===== src/rtl/bus_arbiter_pkg.sv =====
// rtl/bus_arbiter_pkg.sv - shared constants, owner state type and grant decode for bus_arbiter
package bus_arbiter_pkg;

   localparam int BUS_MASTER_CH = 4;
   localparam int BUS_OWNER_W   = 2;
   localparam int BUS_ARB_CNT_W = 8;

   localparam logic ENABLE_  = 1'b0;
   localparam logic DISABLE_ = 1'b1;

   typedef enum logic [BUS_OWNER_W-1:0] {
      OWN0 = 2'h0,
      OWN1 = 2'h1,
      OWN2 = 2'h2,
      OWN3 = 2'h3
   } owner_e;

   // Active-low one-hot grant vector, bit i belongs to master i.
   function automatic logic [BUS_MASTER_CH-1:0] grant_decode(input owner_e owner);
      logic [BUS_MASTER_CH-1:0] grnt;
      grnt        = {BUS_MASTER_CH{DISABLE_}};
      grnt[owner] = ENABLE_;
      return grnt;
   endfunction

endpackage


===== src/rtl/bus_arb_next.sv =====
// rtl/bus_arb_next.sv - rotation search for the nearest requesting master after the current owner
module bus_arb_next
   import bus_arbiter_pkg::*;
(
   input  owner_e                   owner,
   input  logic [BUS_MASTER_CH-1:0] req_n,
   output owner_e                   next_owner,
   output logic                     any_other
);

   logic [BUS_OWNER_W-1:0] idx;

   // Scan farthest to nearest so the nearest requester in rotation order wins.
   always_comb begin
      next_owner = owner;
      any_other  = 1'b0;
      idx        = '0;
      for (int k = BUS_MASTER_CH - 1; k >= 1; k--) begin
         idx = 2'(owner) + 2'(k);
         if (req_n[idx] == ENABLE_) begin
            next_owner = owner_e'(idx);
            any_other  = 1'b1;
         end
      end
   end

endmodule


===== src/rtl/bus_arbiter.sv =====
// rtl/bus_arbiter.sv - 4-master round-robin, park-on-owner bus arbiter
// Optional hold-timeout revocation enabled by defining BUS_ARB_TIMEOUT_EN.
module bus_arbiter
   import bus_arbiter_pkg::*;
#(
   parameter logic [BUS_ARB_CNT_W-1:0] ARB_TIMEOUT = 8'd255
)(
   input  logic                   clk,
   input  logic                   reset_,
   input  logic                   M0Req_,
   input  logic                   M1Req_,
   input  logic                   M2Req_,
   input  logic                   M3Req_,
   output logic                   M0Grnt_,
   output logic                   M1Grnt_,
   output logic                   M2Grnt_,
   output logic                   M3Grnt_,
   output logic [BUS_OWNER_W-1:0] Owner,
   output logic                   TimeoutErr
);

   logic [BUS_MASTER_CH-1:0] req_n;
   owner_e                   owner_q;
   owner_e                   owner_d;
   owner_e                   search_owner;
   logic                     other_req;
   logic                     owner_req;
   logic                     force_switch;

   assign req_n     = {M3Req_, M2Req_, M1Req_, M0Req_};
   assign owner_req = (req_n[owner_q] == ENABLE_);

   bus_arb_next u_arb_next (
      .owner      (owner_q),
      .req_n      (req_n),
      .next_owner (search_owner),
      .any_other  (other_req)
   );

`ifdef BUS_ARB_TIMEOUT_EN
   logic [BUS_ARB_CNT_W-1:0] hold_cnt_q;
   logic [BUS_ARB_CNT_W-1:0] hold_cnt_d;
   logic                     timeout_err_q;

   assign force_switch = owner_req && other_req && (hold_cnt_q == ARB_TIMEOUT);

   // Counts only contended holding; any handoff or loss of contention restarts it.
   always_comb begin
      hold_cnt_d = hold_cnt_q;
      if ((owner_d != owner_q) || !other_req)
         hold_cnt_d = '0;
      else if (owner_req && (hold_cnt_q != ARB_TIMEOUT))
         hold_cnt_d = hold_cnt_q + 8'd1;
   end

   always_ff @(posedge clk or negedge reset_) begin
      if (!reset_) begin
         hold_cnt_q    <= '0;
         timeout_err_q <= 1'b0;
      end else begin
         hold_cnt_q    <= hold_cnt_d;
         timeout_err_q <= force_switch;
      end
   end

   assign TimeoutErr = timeout_err_q;
`else
   assign force_switch = 1'b0;
   assign TimeoutErr   = 1'b0;
`endif

   always_comb begin
      owner_d = owner_q;
      if (other_req && (!owner_req || force_switch))
         owner_d = search_owner;
   end

   always_ff @(posedge clk or negedge reset_) begin
      if (!reset_)
         owner_q <= OWN0;
      else
         owner_q <= owner_d;
   end

   assign Owner = owner_q;
   assign {M3Grnt_, M2Grnt_, M1Grnt_, M0Grnt_} = grant_decode(owner_q);

endmodule


===== config.mk =====
export PLATFORM = sky130hd
export DESIGN_NAME = bus_arbiter
export DESIGN_NICKNAME = d
export VERILOG_FILES = /design/src/rtl/bus_arbiter_pkg.sv /design/src/rtl/bus_arb_next.sv /design/src/rtl/bus_arbiter.sv
export SDC_FILE = /design/constraint.sdc
export NUM_CORES = 1
export LEC_CHECK = 0
export ABC_AREA = 1
export ABC_CLOCK_PERIOD_IN_PS = 1600
export CAP_MARGIN = 20
export CORE_AREA = 5 5 42 44
export CTS_BUF_LIST = sky130_fd_sc_hd__clkbuf_8
export DETAILED_ROUTE_END_ITERATION = 10
export DIE_AREA = 0 0 47 49
export GPL_ROUTABILITY_DRIVEN = 0
export PLACE_DENSITY = 0.59
export SYNTH_ARGS = -nofsm -noshare
export SYNTH_HDL_FRONTEND = slang
export SYNTH_HIERARCHICAL = 1
export SYNTH_SLANG_ARGS = --single-unit

===== constraint.sdc =====
create_clock -name clk -period 1.6 [get_ports clk]
set_clock_uncertainty 0.05 [all_clocks]
set_input_delay 0.24 -clock clk [delete_from_list [all_inputs] [get_ports clk]]
set_output_delay 0.24 -clock clk [all_outputs]
set_load 0.01 [all_outputs]

* After elaboration in Yosys (flattened, before gate mapping)
Index checks and enable logic that the tools add are counted.
** Storage, ports and cells
- Register bits after elaboration :: 2
- Input port bits :: 6
- Output and inout bits :: 7
- Word-level logic and storage cells :: 30
** Cells by class
- Add/sub/neg operators :: 3
- Magnitude comparators :: 5
- Eq/ne operators :: 1
- Muxes and demuxes :: 16
- Bitwise gates (word level) :: 1
- Reduce and logical (&&, ||, !) cells :: 3
** Operator list (number)
- 2-bit by 3-bit < comparator with 1-bit output (second input constant) :: 4
- 1-bit binary-select mux with 2-bit select :: 4
- 1-bit two-way mux :: 8
- 2-bit two-way mux :: 3
- 2-bit adder (second input constant) :: 2
- 4-bit NOT :: 1
- 3-bit inequality test (second input constant) :: 1
- 2-bit by 1-bit adder with 2-bit output (second input constant) :: 1
- 1-bit demux with 2-bit select :: 1
- 2-bit by 1-bit greater-or-equal comparator with 1-bit output (second input constant) :: 1
- 1-bit logical AND :: 2
- 2-bit AND reduction :: 1

* Logic depth before layout (Yosys ltp)
- Depth in word-level cells :: 8
- Depth in mapped cells :: 13
- Depth with buffers taken out :: 12

* Cells and area by module
The synthesis kept the hierarchy.
** By module, submodules not included
- bus_arb_next :: times used 1, cells each 45, area each 240.2 um2
- bus_arbiter :: times used 1, cells each 26, area each 153.9 um2

* Worst setup path after synthesis
Ideal clock, no wire load.
- Path kind :: register to register
- Start point :: register owner_q[0], in the netlist Owner[0]
- End point :: register owner_q[0], in the netlist Owner[0]
- Arrival time :: 1.316 ns
- Slack :: 0.117 ns
- Stages on the path, launching flop included :: 13
- Buffers on the path :: 1
- Period minus slack after synthesis :: 1.483 ns
- Path through :: dfrtp_1 -> buf_6 -> nand2_1 -> nand2_2 -> nor2_4 -> nor2_2 -> nand2_2 -> nand2_1 -> nand2_1 -> nand2_1 -> inv_1 -> nand3_1 -> nand2_1
** Between the ends
- Elaborated cells between the ends (all ways) :: 20
** RTL lines
- from (decl) :: RTL line bus_arbiter.sv:23 : owner_e owner_q;
- from (signal assigned) :: RTL line bus_arbiter.sv:82 : owner_q <= owner_d;
- 2-bit adder :: RTL line bus_arb_next.sv:19 : idx = 2'(owner) + 2'(k);
- 1-bit binary-select mux with 2-bit select :: RTL line bus_arb_next.sv:20 : if (req_n[idx] == ENABLE_) begin
- 1-bit two-way mux (not written as such) :: RTL line bus_arb_next.sv:20
- 2-bit two-way mux :: RTL line bus_arb_next.sv:20
- 2-bit two-way mux (*) :: RTL line bus_arb_next.sv:20
- named net search_owner[0] :: RTL line bus_arbiter.sv:25 : owner_e search_owner;
Mark *: on every way through the listed nets, which the timed path passes. The rest lies on a longest branch. The select of a mux whose other input is x is not followed.
A chain may end at the register's enable or synchronous reset.

* Worst setup path in the final report
- Start point :: register owner_q[1], in the netlist Owner[1]
- End point :: output port Owner[1]
** RTL lines
- to (decl) :: RTL line bus_arbiter.sv:18 : output logic [BUS_OWNER_W-1:0] Owner,
No word-level cell between the ends.

==> reports/qor.csv <==
metric,value,unit
ant_nets,0,
grt_pass1_wl,1773,um
num_vias,499,
path_clk_slew,30,ps
synth_cell_type_count,14,
synth_seq_cells,2,
fillers,157,
start_util,28.13,%
wl_per_cell,10.31,um
cap_violations,0,
worst-setup-path-type,reg -> out,
ir_drop,0.0006941,V
rr_startpoint,Owner[1],
port_buffers,11,
die_area,2303,um2
avgSynthCellArea,5.551,um2
clk_path_buf_depth,2,
syn_inst,71,
rsz0062_at_grt,true,
cp_max_fo,5,
synth_ff_type,dfrtp_1,
setup_viol,0,
grt_max_degree,13,
cts-hold-fix-buffers,0,
clock_latency,210,ps
synth.most_common_cell,nand2_1,
syn-cell-area,394.1,um2
nets,102,
final_core_util,46.25,%
async_reset_ff_share,100.0,%
core,1401,um2
synthToLayoutAreaGrowth,64.44,%
drive_above_1_share,36.17,%
slew_violations,0,
synth_area_leaders,"nand2_1, nand2_2, nand3_1",
fin_crit_sh,97.46,%
yosys_warnings,6,
fin_cells,110,
finalPower,0.001509,W
critPathSlowestCell,clkdlybuf4s50_1,
numCtsBuffers,3,
status,completed,
slowest_delay,530,ps
placedCellCount,105,
num_rows,14,
antenna_found_initial,0,
synth_top_cell_by_area,nand2_1,
fp.dieW,47,um
cts_root_buf,clkbuf_8,
yosysTopAreaCellShare,30.48,%
layout_min_cycle_time,1559,ps
ys_seq_area_share,12.70,%
place_hpwl,805.5,um
antenna_cells,0,
via_per_inst,4.536,
drc,0,
whs,157.1,ps
routed_wl,1134,um
critPathLaunchType,register,
hold_viol,0,
critPathLaunch,Owner[1],
num_io_pins,13,
grt_pass1_vias,429,
largest_register_ffs,2,
track_usage,10.69,%
cts.htree.levels,1,
die_h,49,um
powerDensity,2329,nW/um2
critPathBufInv,2,
critical-path-top-delay-family,buffers and inverters,
cts.sinks,2,
leakage,0.3585,nW
synth_edf_count,0,
min_path_type,in -> async,
syn-num-nets,77,
drtPass1Iterations,4,
cts_tree,yes,
synth_common_cells,"nand2_1, nand3_1, nand2_2",
grt_remaining_overflow,0,
cp.arrival,1270,ps
critPathCaptureType,primary output,
fmax,0.6413,GHz
drtIter0Drc,6,
crit_chain,"buf_4, clkdlybuf4s50_1",
cp.required,1310,ps
[layout make-up]
cell class              instances  area (um2)  area share, %
clock buffers                   3       41.29          6.371
inverters                       8       40.04          6.178
multi-input cells              59       292.8          45.17
flip-flops and latches          2       51.30          7.915
well taps                      16       20.02          3.089
repair buffers                 22       202.7          31.27
[worst register-to-register path: cells and delay by family, from the launching register on]
kind / cells / cell delay [ps]
simple gates: 10 / 700
flops: 1 / 430
buf+inv: 3 / 280
[placed cells by master (no fill, tap or decap), drive strengths merged]
master and n:
nor2b 1, nand2 43, clkbuf 3, conb 1, clkdlybuf4s50 6, nand3 11, inv 8, buf 11
dlygate4sd2 4, dfrtp 2, nor2 3, dlymetal6s2s 1
[per-layer routing]
layer | vias to the layer above | part of all wire (%) | GRT usage, %
met1 | 216 | 40 | 12.47
met5 | - | 0 | 0
met4 | 0 | 3.9 | 8.295
met2 | 16 | 51 | 16.52
li1 | 262 | - | -
met3 | 5 | 5.2 | 1.476
[worst paths after layout]
check / endpoint / slack [ps] / depth (start not counted)
worst max-delay path: Owner[1] / 40 / 2
worst min-delay path: Owner[0] / 160 / 1
worst max register to register: Owner[0] / 50 / 13
worst min register to register: Owner[0] / 590 / 3
max in group asynchronous: Owner[1] / 1190 / 1
min in group clk: Owner[0] / 590 / 3
[logic make-up after synthesis]
group | Yosys count | synth area share [%]
other cells | 1 | 0.9515
flops | 2 | 12.70
buf+inv | 10 | 14.29
simple gates | 58 | 72.06
[where the power goes]
group | internal (W) | switching [W]
combinational | 0.000549 | 0.000647
clock | 0.000159 | 0.0000389
sequential | 0.0000819 | 0.0000342
[repair_timing]
item / in CTS / in global routing
endpoints found under the hold margin: 0 / 0
resized for setup: 5 / 4
endpoints found under the setup margin: 5 / 2
pin swaps: 0 / 1
setup buffers: 1 / 1
[stage by stage]
stage / area, um2 / TNS (ps) / setup slack [ps]
3_3_place_gp: 585.6 / -38.60 / -26.08
2_1_floorplan: 394.1 / 0 / 116.5
3_5_place_dp: 585.6 / -74.91 / -44.79
5_1_grt: 648.1 / -36.39 / -36.39
4_1_cts: 630.6 / 0 / 7.718
6_report: 648.1 / 0 / 40.65
No activity file was read; power rests on OpenSTA's default activity.
